===== src/rtl/alu_exec.sv =====
// Execute-stage ALU: logic/add/sub/slt/branch ops in 1 cycle, unsigned mult in n cycles.
// Backpressure: busy is high while a mult iterates; start is dropped, not queued, during that time.
module alu_exec #(
   parameter int n = 32
) (
   input  logic         clk,
   input  logic         reset_n,
   input  logic         start,
   input  logic [2:0]   alucontrol,
   input  logic [n-1:0] a,
   input  logic [n-1:0] b,
   output logic [n-1:0] result,
   output logic [n-1:0] hi,
   output logic         zero,
   output logic         busy,
   output logic         done
);

   localparam int cw = $clog2(n + 1);

   typedef enum logic {
      IDLE,
      MUL
   } state_t;

   state_t           state;
   state_t           state_nxt;
   logic             accept;
   logic             last;
   logic [2*n-1:0]   mcand;
   logic [2*n-1:0]   acc;
   logic [2*n-1:0]   acc_nxt;
   logic [n-1:0]     mplier;
   logic [cw-1:0]    count;
   logic [n-1:0]     alu_res;
   logic             alu_zero;
   logic             lt;

   always_ff @(posedge clk or negedge reset_n) begin
      if (!reset_n) begin
         state <= IDLE;
      end else begin
         state <= state_nxt;
      end
   end

   always_comb begin
      state_nxt = state;
      accept    = start && (state == IDLE);
      last      = (state == MUL) && (count == cw'(n - 1));
      acc_nxt   = acc + (mplier[0] ? mcand : '0);
      case (state)
         IDLE:    if (accept && alucontrol == 3'b011) state_nxt = MUL;
         MUL:     if (last) state_nxt = IDLE;
         default: state_nxt = IDLE;
      endcase
   end

   always_comb begin
      alu_res  = '0;
      alu_zero = 1'b0;
      lt       = $signed(a) < $signed(b);
      case (alucontrol)
         3'b000:  alu_res = a & b;
         3'b001:  alu_res = a | b;
         3'b100:  alu_res = ~(a | b);
         3'b010:  alu_res = a + b;
         3'b110:  alu_res = a - b;
         3'b101:  alu_res = a - b;
         3'b111:  alu_res = {{(n-1){1'b0}}, lt};
         default: alu_res = '0;
      endcase
      case (alucontrol)
         3'b110:  alu_zero = (a == b);
         3'b101:  alu_zero = (a != b);
         default: alu_zero = (alu_res == '0);
      endcase
   end

   // Multiplicand is shifted in place, equivalent to adding mcand<<count each step.
   always_ff @(posedge clk or negedge reset_n) begin
      if (!reset_n) begin
         result <= '0;
         hi     <= '0;
         zero   <= 1'b0;
         done   <= 1'b0;
         mcand  <= '0;
         mplier <= '0;
         acc    <= '0;
         count  <= '0;
      end else begin
         done <= 1'b0;
         if (accept) begin
            if (alucontrol == 3'b011) begin
               mcand  <= {{n{1'b0}}, a};
               mplier <= b;
               acc    <= '0;
               count  <= '0;
            end else begin
               result <= alu_res;
               zero   <= alu_zero;
               done   <= 1'b1;
            end
         end else if (state == MUL) begin
            acc    <= acc_nxt;
            mcand  <= mcand << 1;
            mplier <= mplier >> 1;
            count  <= count + cw'(1);
            if (last) begin
               {hi, result} <= acc_nxt;
               zero         <= (acc_nxt[n-1:0] == '0);
               done         <= 1'b1;
            end
         end
      end
   end

   assign busy = (state == MUL);

endmodule


===== config.mk =====
export PLATFORM = sky130hd
export DESIGN_NAME = alu_exec
export DESIGN_NICKNAME = d
export VERILOG_FILES = /design/src/rtl/alu_exec.sv
export SDC_FILE = /design/constraint.sdc
export NUM_CORES = 1
export LEC_CHECK = 0
export CAP_MARGIN = 20
export CORE_MARGIN = 3
export CORE_UTILIZATION = 40
export CTS_CLUSTER_SIZE = 20
export DETAILED_ROUTE_END_ITERATION = 8
export GPL_TIMING_DRIVEN = 0
export MAX_ROUTING_LAYER = met4
export PLACE_DENSITY = 0.65
export SETUP_SLACK_MARGIN = 0.4
export SKIP_LAST_GASP = 1
export SLEW_MARGIN = 15
export SYNTH_ARGS = -nofsm -noshare
export SYNTH_HDL_FRONTEND = slang
export SYNTH_SLANG_ARGS = --single-unit

===== constraint.sdc =====
create_clock -name clk -period 8.3 [get_ports clk]
set_clock_uncertainty 0.15 [all_clocks]
set_input_delay 1.66 -clock clk [delete_from_list [all_inputs] [get_ports clk]]
set_output_delay 1.66 -clock clk [all_outputs]
set_load 0.005 [all_outputs]

* Word-level counts from Yosys, hierarchy flattened
Index checks and enable logic that the tools add are counted.
W data, S select, Z words.
** Word-level totals
- Register bits :: 233
- Input port bits :: 70
- Output and inout port bits :: 67
- Word-level logic and storage cells :: 73
** Operators by class
- Add/subtract/negate cells :: 4
- Magnitude comparators :: 1
- Eq/ne operators :: 12
- Multiplexer cells :: 30
- Bitwise operators :: 5
- Reduce and logical (&&, ||, !) cells :: 12
** Operators by type and width (number)
- $mux W64 :: 7
- $mux W32 :: 7
- $pmux W32 S6 :: 1
- $add A64 B64 Y64 :: 1
- $logic_not A32 Y1 :: 2
- $add A32 B32 Y32 :: 1
- $and A32 B32 Y32 :: 1
- $eq A32 B32 Y1 :: 1
- $lt A32 B32 Y1 :: 1
- $ne A32 B32 Y1 :: 1
- $not A32 Y32 :: 1
- $or A32 B32 Y32 :: 1
- $sub A32 B32 Y32 :: 1
- $mux W6 :: 3
- $eq A3 B3 Y1 const B :: 4
- $mux W1 :: 10
- $add A6 B1 Y6 const B :: 1
- $eq A3 B2 Y1 const B :: 2
- $eq A6 B5 Y1 const B :: 1
- $reduce_and A3 Y1 :: 2
- $pmux W1 S2 :: 2
- $reduce_bool A2 Y1 :: 2
- $eq A3 B1 Y1 const B :: 1
- $logic_and A1 B1 Y1 :: 3
- 6 further kinds :: 7

* Longest topological paths before layout
Gate-level depths: netlist of run 1.
- Word-level depth :: 7
- Gate-level depth with buffers :: 16
- Mapped depth without buffers :: 15

* Worst setup path before layout of run 1
Ideal clock, no wire load.
- Path kind :: in2reg
- Start :: in a[0]
- End :: reg zero
- Setup time :: 0.095 ns
- Arrival :: 4.595 ns
- Data required time :: 8.055 ns
- Slack :: 3.459 ns
- Cell stages on the path :: 14
- Cell sequence :: ha_1 > inv_1 > fa_1 > nand2b_1 > a211oi_1 > o21ai_1 > a2111oi_2 > nand2b_1 > a41oi_1 > xnor2_1 > a211o_1 > and4b_1 > nand4b_1 > o32ai_2
** On the way
- Word-level cells in the longest chain between the ends :: 7
- Elaborated cells between the ends (all ways) :: 13
** RTL lines
- from (decl) :: RTL line 10 : input logic [n-1:0] a,
- parallel branches: the longest is 4 deep, another holds $sub A32 B32 Y32
- $pmux W1 S2 * :: RTL line 73 : case (alucontrol)
- $mux W1 * :: RTL line 94 : if (alucontrol == 3'b011) begin
- $mux W1 * :: RTL line 93 : if (accept) begin
- to (signal assigned) :: RTL line 101 : zero <= alu_zero;
- to (signal assigned) :: RTL line 111 : zero <= (acc_nxt[n-1:0] == '0);
- to (decl) :: RTL line 14 : output logic zero,
Every way passes the cells marked *. The select of a mux whose other input is x is not followed.
A chain may end at the register's enable or synchronous reset.

* Worst setup path after layout of run 1
- Start :: in b[0]
- End :: reg zero
** On the way
- Word-level cells in the longest chain between the ends :: 7
- Elaborated cells between the ends (all ways) :: 13
** RTL lines
- from (decl) :: RTL line 11 : input logic [n-1:0] b,
- parallel branches: the longest is 4 deep, another holds $sub A32 B32 Y32
- $pmux W1 S2 * :: RTL line 73
- $mux W1 * :: RTL line 94
- $mux W1 * :: RTL line 93
Marked as above.

==> results, run 1 <==
- Before antenna repair, the detailed router went through 7 iterations.
- Of the total power, registers draw 0.300.
- The ratio of cells with drive above 1 in the final layout is 0.0534.
- The number of sinks on the clock net is between 200 and 250.
- The total core area is approximately 46000 µm².
- From synthesis to final layout, the design area changed by 16.8%.
- The logic gate share of total power is 0.489.
- Prior to clock tree synthesis, the placed netlist has a worst setup slack of between 1.5 and 2 ns.
- Cell internal power was estimated by the tool at 3730 µW.
- The synthesized design contains 233 register bits.
- By area the synthesized netlist is led by dfrtp_1 31%, ha_1 11%, nand2_1 5.4%.
- The cell type with the largest total area after synthesis is dfrtp_1.
- Across all setup checks in the final design, the least slack found is around 2.1 ns.
- The sequential element share of the synthesized area is 0.309.
- The share of the synthesized area in the top cell type is 0.309.
- Synthesis handed over a netlist of about 2200 instances.
- The flip-flop cell with the highest count after synthesis is dfrtp_1.
- The critical path contains buffers and inverters numbering 2 combined.
- In this run the cell area of the synthesized design comes to approximately 19000 µm².
- The width of the die is roughly 220 µm.
- No sink is reached through more buffers than the 3 on the longest clock path.
- The summed negative setup slack over all endpoints is 0 ns.
- The final critical-path share of the clock period is 0.745.
- The startpoint type of the worst setup path is an input port.
- The number of unique standard cell types used by synthesis is 97.
- The post-cts resize count is 0.
- CTS placed an instance of clkbuf_16 at the clock tree root.
- During I/O placement, the number of pins put on the boundary was ~140.
- The diode insertion count for antenna repair is 0.
- Static timing analysis puts the maximum clock frequency at between 150 and 200 MHz.
- The final critical-path required period is around 6.2 ns.
- VDD sags by at most ~0.22 mV.
- The peak per-stage delay on the critical path is around 0.81 ns.
- After synthesis, the mean cell area works out to ~8.5 µm².
- The most common cell in the synthesized netlist is nand2_1.
- The wire length reported by the detailed router is 69.7 mm.
- The first-pass GRT wire length is approximately 110 mm.
- The flow ran to the end, and the final reports show no timing, DRC or antenna violations.
- The global placer's final weighted congestion is ~0.94.
- In this run the number of cells on the critical path is 15.
- The classification of the worst-slack hold path is reg2reg.
- The analysis attributes to cell leakage a power of 0.0100 µW.
- The max-slew violation count is 0.
- Counting flops with a built-in enable in the synthesized netlist gives 0.
- The starting DRC count in detailed routing is ~1700.
- Counting instances, the worst hold path has a depth of 2.
- The floorplan step defined a die boundary enclosing around 50000 µm².
- The dominant delay contributor by cell family on the critical path is compound AO/OA/AOI/OAI gates.
- Setup violations remaining at the end of the flow were counted as 0.
- The power density relative to cell area is about 290 nW/µm².
- The worst pin sits at a relative slew slack of 0.269.
- The total count of hold-check failures in the final report is 0.
- The nature of the critical path endpoint is a register.
- Dividing the detail-routed wire length by the instance count gives roughly 23 µm.
- The post-detailed-route via-to-cell ratio is between 6 and 7.
- The placed wire-length estimate is around 54 mm.
- Clock latency on the worst-skew pair, taken at its later pin, is between 0.5 and 0.6 ns.
- The total congestion overflow is 0.
- The pin count of the biggest net entering global routing is roughly 110.
- For this configuration, the core starts out at a cell density of 0.410.
- The type of the worst setup path is in2reg.
- During synthesis, Yosys emitted a total of 0 warnings.
- Traced cell by cell, the critical path runs through clkdlybuf4s50_1, ha_1, inv_1, fa_1, nand2b_1, a211oi_1, o21ai_1, a2111oi_2, o21ai_0, mux2i_1, a21oi_1, nand4b_1, nor4_2, nand4b_1, o32ai_2.
- The maximum fanout along the worst path is 5.
- The remaining design rule violation count is 0.
- The number of antenna violations at the first check in global routing is 1.
- Of the total power, the share spent switching nets is 0.420.
- The worst path required time is around 8.6 ns.
- In the synthesized netlist the async set-or-reset flop fraction comes to 1.00.
- For this design, the CTS-stage hold fixing added 0 buffers.
- Hold timing on the final database bottoms out at a slack of around 0.32 ns.
- The vertical extent of the die is between 200 and 250 µm.
- The CTS tree is built.
- Among all stages on the critical path, the largest delay is contributed by a2111oi_2.
- The total power of the final layout is 6440 µW.
- In this run the remaining antenna-violating nets after routing total 0.
- The clock-pin slew reported for the worst setup and hold paths after clock tree synthesis is 0.06 ns.
- The depth of the worst register-to-register path is 15.
- Clock tree synthesis inserted a total of 29 buffers.
- Across every metal layer, demand over resource in global routing totals 0.280.
- In this run the number of H-tree levels came out at 1.
- Max-cap violations in this run came to 0.
- The transition time at the pin with the least slew margin is roughly 1.1 ns.
- The number of global-route vias before repair is 17688.
- The net load switching power is approximately 2700 µW.
- The post-synthesis net count is ~2500.
- Input and output buffers added on the ports amount to 135.
- Setup repair after global routing left no endpoint under its margin.
- Of the total power, the clock network draws 0.211.
- The commonest cells after synthesis are 273 x nand2_1, 233 x dfrtp_1, 163 x ha_1.
- The arrival time at the worst endpoint is between 6 and 7 ns.
- The total via count after detailed routing is about 18000.
- The most numerous cell type found on the critical path is nand4b_1.
- The cell row count is 78.
- Post-CTS timing repair inserted 0 buffers for setup.
- The final layout contains approximately 2600 nets.
power by group through the flow:
stage / registers, µW / logic, µW / clock network [µW]
after floorplan: 1840 / 2080 / 0
after global placement: 1940 / 3030 / 0
after CTS: 1930 / 3120 / 1380
after detailed placement: 1940 / 3100 / 0
final: 1940 / 3150 / 1360
after global routing: 1990 / 3470 / 1420
metal layers:
| metal | global-route usage | vias to the layer above | wire, µm |
|---|---|---|---|
| met1 | 0.391 | 8926 | 32100 |
| li1 | - | 8451 | - |
| met3 | 0.0391 | 120 | 4620 |
| met2 | 0.421 | 634 | 30200 |
| met5 | - | - | 0 |
| met4 | 0.0911 | 0 | 2780 |
area by class of cell:
type	instances	area, µm²
timing repair buffer	137	1410
clock buffer	35	768
fill	4482	23900
multi-input combinational	1741	12100
buffer	131	524
clock inverter	17	231
tap	600	751
inverter	120	450
sequential	233	5830
metrics by stage:
stage	std cells	instance area, µm²	util
after global routing	3014	22000	0.479
after global placement	2960	21000	0.456
after detailed placement	2962	21000	0.457
final	3014	22000	0.479
after floorplan	2225	18900	-
after CTS	3014	22000	0.479
tightest hold or removal path, cell delays in order (launching register included):
cell	delay, ns
dfrtp_1	0.34
nand2_1	0.05
nand2_1	0.05
kinds of logic after synthesis:
family | count (synthesis) | synth area share
buffers and inverters | 251 | 0.0517
adder cells (fa/ha/maj) | 166 | 0.111
AO/OA/AOI/OAI | 725 | 0.268
XOR/XNOR | 72 | 0.0334
multiplexers | 94 | 0.0517
flip-flops | 233 | 0.309
AND/OR/NAND/NOR | 684 | 0.175
worst paths after layout:
kind                                        from               endpoint  slack (ns)
max in group asynchronous                reset_n    acc[34]$_DFFE_PN0P_        5.97
setup reg to reg           mplier[0]$_DFFE_PN0P_       zero$_DFFE_PN0P_        2.83
min in group asynchronous                reset_n  mplier[2]$_DFFE_PN0P_        0.79
hold reg to reg                hi[9]$_DFFE_PN0P_      hi[9]$_DFFE_PN0P_        0.32
hold / removal                 hi[9]$_DFFE_PN0P_      hi[9]$_DFFE_PN0P_        0.32
setup / recovery                            b[0]       zero$_DFFE_PN0P_        2.12
flip-flops by register name (all words and copies together), names as in the netlist:
| signal | flops |
|---|---|
| acc | 64 |
| hi | 32 |
| count | 6 |
| done | 1 |
| mcand | 64 |
| zero | 1 |
| result | 32 |
| busy | 1 |
| mplier | 32 |
placed cells by master, fill, tap and decap left out, types with 21 or more instances in the layout:
| cell | synthesis | layout |
|---|---|---|
| xor2_1 | 23 | 23 |
| nor2_1 | 128 | 128 |
| nor3_1 | 32 | 32 |
| clkbuf_16 | 0 | 29 |
| clkdlybuf4s50_1 | 0 | 134 |
| a31oi_1 | 21 | 21 |
| o21bai_1 | 21 | 21 |
| dfrtp_1 | 233 | 233 |
| nand3_1 | 30 | 30 |
| o21ai_0 | 154 | 154 |
| clkbuf_1 | 104 | 108 |
| a211oi_1 | 21 | 21 |
| inv_1 | 118 | 118 |
| nand2b_1 | 23 | 23 |
| o221ai_1 | 37 | 37 |
| nand2_1 | 273 | 273 |
| xnor2_1 | 49 | 49 |
| a21o_1 | 49 | 49 |
| and2_1 | 70 | 70 |
| a21oi_1 | 148 | 148 |
| mux2i_1 | 76 | 76 |
| nor2b_1 | 22 | 22 |
| ha_1 | 163 | 163 |
| a22o_1 | 91 | 91 |
(Power assumes the default switching activity.)
==> run 2, diff against run 1 <==
--- a/config.mk
+++ b/config.mk
@@ -12,7 +12,7 @@
 export DETAILED_ROUTE_END_ITERATION = 8
 export GPL_TIMING_DRIVEN = 0
 export MAX_ROUTING_LAYER = met4
-export PLACE_DENSITY = 0.65
+export PLACE_DENSITY = 0.67
 export SETUP_SLACK_MARGIN = 0.4
 export SKIP_LAST_GASP = 1
 export SLEW_MARGIN = 15
==> constraint.sdc (replaced) <==
create_clock -name clk -period 5.4 [get_ports clk]
set_clock_uncertainty 0.15 [all_clocks]
set_input_delay 1.08 -clock clk [delete_from_list [all_inputs] [get_ports clk]]
set_output_delay 1.08 -clock clk [all_outputs]
set_load 0.005 [all_outputs]
==> results, run 2 (synthesis gave the netlist of run 1 again) <==
- The number of global-route vias before repair was about 18000.
- The total via count after detailed routing is roughly 18000.
- The worst-case clock buffer depth is 3.
- The worst slew margin relative to its limit is 0.348.
- TritonCTS built the clock tree.
- The starting DRC count in detailed routing is around 1700.
- The share of total power dissipated in the clock network is 0.204.
- The register-to-register setup slack is between 0.5 and 0.6 ns.
- The placed wire-length estimate is approximately 54 mm.
- In the global route stage, overall resource usage came out at 0.280.
- The max-slew violation count is 0.
- The cell sitting at the root of the clock tree is a clkbuf_16.
- The count of buffers inserted at the top-level ports is about 140.
- In the final layout, the multi-input gates occupy around 12000 µm².
- The worst setup path is launched from an input port.
- The maximum vdd drop is around 0.28 mV.
- The final layout contains ~2600 nets.
- The total count of hold-check failures in the final report was 0.
- The post-detailed-route via-to-cell ratio is ~6.
- The nature of the critical path endpoint is a register.
- The initial utilization of the core area, before any placement, comes to 0.410.
- The cell row count is between 70 and 80.
- The count of H-tree levels built during CTS is 1.
- The number of hold buffers added after CTS was 0.
- The worst path required time is about 5.7 ns.
- ~140 I/O pins were placed.
- The largest individual stage delay along the critical path comes from the cell buf_1.
- The maximum fanout along the worst path is 10.
- In the final layout, the share of cells above drive strength 1 is 0.0698.
- The sequential fraction of design power is 0.302.
- On the worst path, the slowest cell contributes a delay of ~0.67 ns.
- The maximum clock frequency is 193 MHz.
- Data arrives at the worst endpoint at approximately 5.5 ns.
- The logic gate share of total power is 0.494.
- Setup repair after global routing could not meet its margin everywhere.
- The number of sinks on the clock net is roughly 230.
- The first-pass GRT wire length is around 110 mm.
- The library cells used most frequently in the layout, excluding fill and tap cells, are 273 x nand2_1, 233 x dfrtp_1, 162 x ha_1.
- The leakage power total is around 0.01 µW.
- The net load switching power is between 4000 and 5000 µW.
- The total core area is 46000 µm².
- The area enclosed by the die boundary is 49800 µm².
- Adding up every negative setup slack in the final design gives 0 ns.
- Across the whole layout, storage elements account for a little under 6000 µm².
- By instance count, the cell type seen most on the critical path is buf_2.
- The floorplan step set the die width to approximately 220 µm.
- After detailed routing, the total wire length is roughly 70 mm.
- The classification of the worst-slack hold path is in2async.
- The most frequent standard cell in the layout excluding fill and tap cells is nand2_1.
- The diode insertion count for antenna repair is 0.
- Walking the worst path, the cells encountered are buf_2, inv_1, buf_2, nand2_1, buf_2, buf_1, buf_1, o221ai_1, a21boi_0, nand4b_1, nor4_2, nand4b_1, o32ai_2.
- The layout has ~4400 filler cells.
- Of the total power, the share spent switching nets is 0.423.
- The depth of the worst register-to-register path is 16.
- Setup violations remaining at the end of the flow were counted as 0.
- The tool flagged a number of max-cap violations equal to 0.
- The critical path is of the in2reg type.
- For the pin with the worst max-slew slack, the measured transition is 0.978 ns.
- The flow ran to the end, and the final reports show no timing, DRC or antenna violations.
- In the routed design, unresolved DRC markers number 0.
- The vertical extent of the die is 223 µm.
- The largest registers in the layout are acc (64), mcand (64).
- The clock-pin slew reported for the worst setup and hold paths after clock tree synthesis is ~0.070 ns.
- At the later pin of the worst-skew pair, clock insertion delay measures 0.59 ns.
- In this run the critical register-to-register path is launched from mplier[0]$_DFFE_PN0P_.
- The final critical-path required period is between 5 and 6 ns.
- The worst register-to-register path ends at zero$_DFFE_PN0P_.
- Compared with the post-synthesis result, the final layout area differs by 17.8%.
- Setup slack closes at 0.219 ns.
- Entering global routing, the biggest net connects about 110 pins.
- The final critical-path share of the clock period is 0.960.
- The number of antenna violations at the first check in global routing was 0.
- Summed over all layers, the global routing overflow is 0.
- In the final routed layout, each cell accounts on average for approximately 23 µm.
- The global placer's final weighted congestion is roughly 0.95.
- The count of nets left with antenna violations once routing finished came out at 0.
- The CTS buffer count is 29.
- The power density relative to cell area is around 440 nW/µm².
- The first detailed-routing pass took 5 iterations.
- The internal power consumption is between 5000 and 6000 µW.
- Before CTS, the worst setup slack after placement is -0.601 ns.
## run 2: worst max path at each step
stage	startpoint	end	cells after the start
after floorplan	a[0]	zero$_DFFE_PN0P_	14
after global placement	reset_n	hi[1]$_DFFE_PN0P_	1
after detailed placement	b[0]	zero$_DFFE_PN0P_	15
after CTS	a[7]	zero$_DFFE_PN0P_	15
after global routing	a[4]	zero$_DFFE_PN0P_	16
final	alucontrol[2]	zero$_DFFE_PN0P_	13
## run 2: power by group through the flow
stage	registers, µW	logic (µW)	clock network [µW]
2_1_floorplan	2830	3200	0
3_3_place_gp	2980	4650	0
3_5_place_dp	2990	4750	0
4_1_cts	2970	4800	2040
5_1_grt	3060	5350	2110
6_report	2980	4870	2010
## run 2: repair_timing
action / CTS / global route
buffers inserted: 6 / 1
pin swaps: 5 / 2
gates resized for setup: 15 / 32
setup endpoints to repair: 9 / 25
gates cloned: 0 / 0
## run 2: stage by stage
stage / hold slack, ns / total power [µW] / instances / utilization / area, µm²
2_1_floorplan: 0.298 / 6030 / 2225 / - / 18900
3_3_place_gp: 0.311 / 7630 / 2960 / 0.456 / 21000
3_5_place_dp: 0.312 / 7750 / 2962 / 0.457 / 21000
4_1_cts: 0.200 / 9820 / 3021 / 0.481 / 22100
5_1_grt: 0.210 / 10500 / 3022 / 0.483 / 22200
6_report: 0.214 / 9860 / 3022 / 0.483 / 22200
## run 2: final cells by class
| type | count | area share |
|---|---|---|
| buffer | 131 | 0.0245 |
| clock buffer | 35 | 0.0355 |
| clock inverter | 18 | 0.00839 |
| inverter | 120 | 0.0203 |
| multi-input combinational | 1741 | 0.549 |
| sequential | 233 | 0.263 |
| tap | 600 | 0.0338 |
| timing repair buffer | 144 | 0.0660 |
## run 2: critical path: cells and delay by family
| kind | cells | cell delay [ns] |
|---|---|---|
| buf+inv | 6 | 2.47 |
| simple gates | 4 | 0.93 |
| compound gates | 3 | 0.99 |
## run 2: routing by layer
layer  vias up  part of all wire  global-route usage
met3       103             0.064              0.0332
li1       8459                 -                   -
met4         0             0.030              0.0775
met5         -                 0                   -
met1      8934              0.46               0.396
met2       677              0.44               0.423
==> run 3, diff against run 2 <==
--- a/config.mk
+++ b/config.mk
@@ -10,12 +10,12 @@
 export CORE_UTILIZATION = 40
 export CTS_CLUSTER_SIZE = 20
 export DETAILED_ROUTE_END_ITERATION = 8
+export DONT_BUFFER_PORTS = 1
 export GPL_TIMING_DRIVEN = 0
 export MAX_ROUTING_LAYER = met4
-export PLACE_DENSITY = 0.67
+export PLACE_DENSITY = 0.63
 export SETUP_SLACK_MARGIN = 0.4
 export SKIP_LAST_GASP = 1
-export SLEW_MARGIN = 15
 export SYNTH_ARGS = -nofsm -noshare
 export SYNTH_HDL_FRONTEND = slang
 export SYNTH_SLANG_ARGS = --single-unit
==> results, run 3 (synthesis gave the netlist of run 1 again) <==
- The max capacitance violation total is 0.
- The share of total power dissipated in combinational logic is 0.463.
- VDD sags by at most approximately 0.33 mV.
- The final layout contains 2493 nets.
- The CTS tree is built.
- The floorplan has between 70 and 80 rows.
- For this run, design rule violations remaining after detail routing come to 0.
- The number of sinks on the clock net is 233.
- The worst path needs a little under 5 ns of the cycle, external delays included.
- The part of the total power dissipated in the clock network is 0.215.
- In the final layout, the share of cells above drive strength 1 is 0.0610.
- The width of the die is 223 µm.
- The starting DRC count in detailed routing is roughly 1600.
- The endpoint of the most critical register-to-register path is zero$_DFFE_PN0P_.
- Leaving out fill and tap cells, the most frequent cell in the layout is nand2_1.
- The power density relative to cell area is between 400 and 500 nW/µm².
- The total routing usage reported by global routing is 0.272.
- The core region is 46000 µm².
- The number of antenna violations at the first check in global routing is 0.
- The maximum clock frequency is 203 MHz.
- The clock-pin slew reported for the worst setup and hold paths after clock tree synthesis is 0.06 ns.
- The count of H-tree levels built during CTS is 1.
- Data on the critical path arrives at its endpoint at ~5.3 ns.
- The buffer type at the clock tree root is clkbuf_16.
- The worst setup path is of the in2reg kind.
- The worst-case clock buffer depth is 3.
- The length of the first detailed-routing pass in iterations is 5.
- The worst pin sits at a relative slew slack of 0.351.
- The starting utilization of the core area is 0.410.
- Setup repair after global routing left no endpoint under its margin.
- The post-synthesis to final-layout area growth is 9.56%.
- Summed over all layers, the routed wires come to approximately 67 mm.
- The internal power consumption is ~5300 µW.
- The number of nets still failing antenna checks after routing is 0.
- The classification of the worst-slack hold path is in2async.
- The leakage power total is around 0.0095 µW.
- The share of total power dissipated in sequential elements is 0.322.
- The startpoint type of the worst setup path is an input port.
- The number of global-route vias before repair is 16998.
- Setup violations remaining at the end of the flow were counted as 0.
- For the pin with the worst max-slew slack, the measured transition is 0.974 ns.
- The wire-length estimate of the detail-placed layout is approximately 52 mm.
- Entering global routing, the biggest net connects roughly 230 pins.
- Measured along the y axis, the die boundary spans ~220 µm.
- Of the available clock period, the critical path in the final layout requires 0.912.
- Summed over all nets, the switching power comes to slightly above 4000 µW.
- The worst path required time is between 5 and 6 ns.
- The CTS buffer count is 29.
- The post-detailed-route via-to-cell ratio is ~6.
- The maximum fanout along the worst path is 10.
- The summed negative setup slack over all endpoints is 0 ns.
- Counting cells, the worst reg-to-reg path comes to 16.
- Clock latency on the worst-skew pair, taken at its later pin, is around 0.60 ns.
- The run finished with clean final reports.
- Pin placement for this block handled around 140 I/O pins.
- In the layout the commonest cells are 273 x nand2_1, 233 x dfrtp_1, 163 x ha_1.
- The largest registers in the layout are acc (64), mcand (64).
- The setup check on the worst reg-to-reg path leaves a slack of 0.72 ns.
- The final core utilization is 0.449.
- Buffers inserted to repair hold after CTS numbered 0.
- During placement, the flow inserted port buffers numbering 0.
- The max-slew violation count is 0.
- The nature of the critical path endpoint is a register.
- The area enclosed by the die boundary is roughly 50000 µm².
- The total count of hold-check failures in the final report was 0.
- The first-pass GRT wire length is around 100 mm.
- In this run the critical register-to-register path is launched from mplier[0]$_DFFE_PN0P_.
- The routed layout has 17537 vias.
- Of the total power, the share spent switching nets is 0.431.
- Global routing finished with a remaining overflow of 0.
- The per-cell routed wire length is roughly 23 µm.
- The congestion estimate from routability-driven global placement came to 0.976.
==> run 3: changes by cell type in the layout (fill, tap and decap cells not counted), sizes merged, moves of 2 or more <==
| cell | delta |
|---|---|
| buf | -8 |
| bufinv | -2 |
| clkbuf | +4 |
| clkdlybuf4s50 | -130 |
| clkinv | -2 |
| dlygate4sd2 | -2 |
| dlymetal6s2s | -2 |
| inv | +2 |
==> run 3: worst max-delay path by stage <==
stage | startpoint | to | cells past startpoint
floorplan | a[0] | zero$_DFFE_PN0P_ | 14
global placement | alucontrol[2] | zero$_DFFE_PN0P_ | 13
detailed placement | alucontrol[2] | zero$_DFFE_PN0P_ | 13
CTS | mplier[0]$_DFFE_PN0P_ | hi[30]$_DFFE_PN0P_ | 15
global route | mplier[0]$_DFFE_PN0P_ | zero$_DFFE_PN0P_ | 16
finish | alucontrol[2] | zero$_DFFE_PN0P_ | 13
==> run 3: per-stage QoR <==
stage          hold WS [ns]  area (µm²)  setup slack, ns  total power (µW)  cells
4_1_cts              0.0135       20600            0.614              9370   2879
6_report             0.0292       20700            0.474              9390   2881
3_3_place_gp          0.314       19600           0.0920              7210   2825
3_5_place_dp          0.321       19600            0.109              7310   2825
2_1_floorplan         0.298       18900             1.14              6030   2225
5_1_grt             0.00472       20700            0.403             10100   2880
==> run 3: routing by layer <==
metal	track usage	share of wire
met1	0.374	0.46
met2	0.395	0.42
met3	0.0650	0.082
met4	0.0896	0.036
met5	-	0
==> run 3: worst max-delay path, cell delays in order <==
cell	delay, ns
buf_2	0.27
inv_1	0.24
buf_2	0.28
nand2_1	0.21
buf_2	0.31
buf_1	0.63
buf_1	0.59
o221ai_1	0.18
a21boi_0	0.47
nand4b_1	0.17
nor4_2	0.37
nand4b_1	0.18
o32ai_2	0.26
==> run 3: repair_timing <==
action,CTS,global route
endpoints found under the setup margin,3,19
buffers inserted,0,1
resized for setup,2,10
pin swaps,0,1
==> run 3: final cells by class <==
class / instances / area (µm²)
Antenna cell: 1 / 2.50
Buffer: 131 / 528
Clock buffer: 39 / 853
Clock inverter: 15 / 138
Fill cell: 4531 / 25300
Inverter: 120 / 450
Multi-Input combinational cell: 1741 / 12100
Sequential cell: 233 / 5830
Tap cell: 600 / 751
Timing Repair Buffer: 1 / 7.51
==> run 3: power groups by stage <==
stage / registers, µW / logic, µW / clock network (µW)
detailed placement: 3040 / 4270 / 0
global route: 3110 / 4830 / 2140
finish: 3030 / 4350 / 2020
CTS: 3020 / 4290 / 2060
floorplan: 2830 / 3200 / 0
global placement: 3020 / 4190 / 0
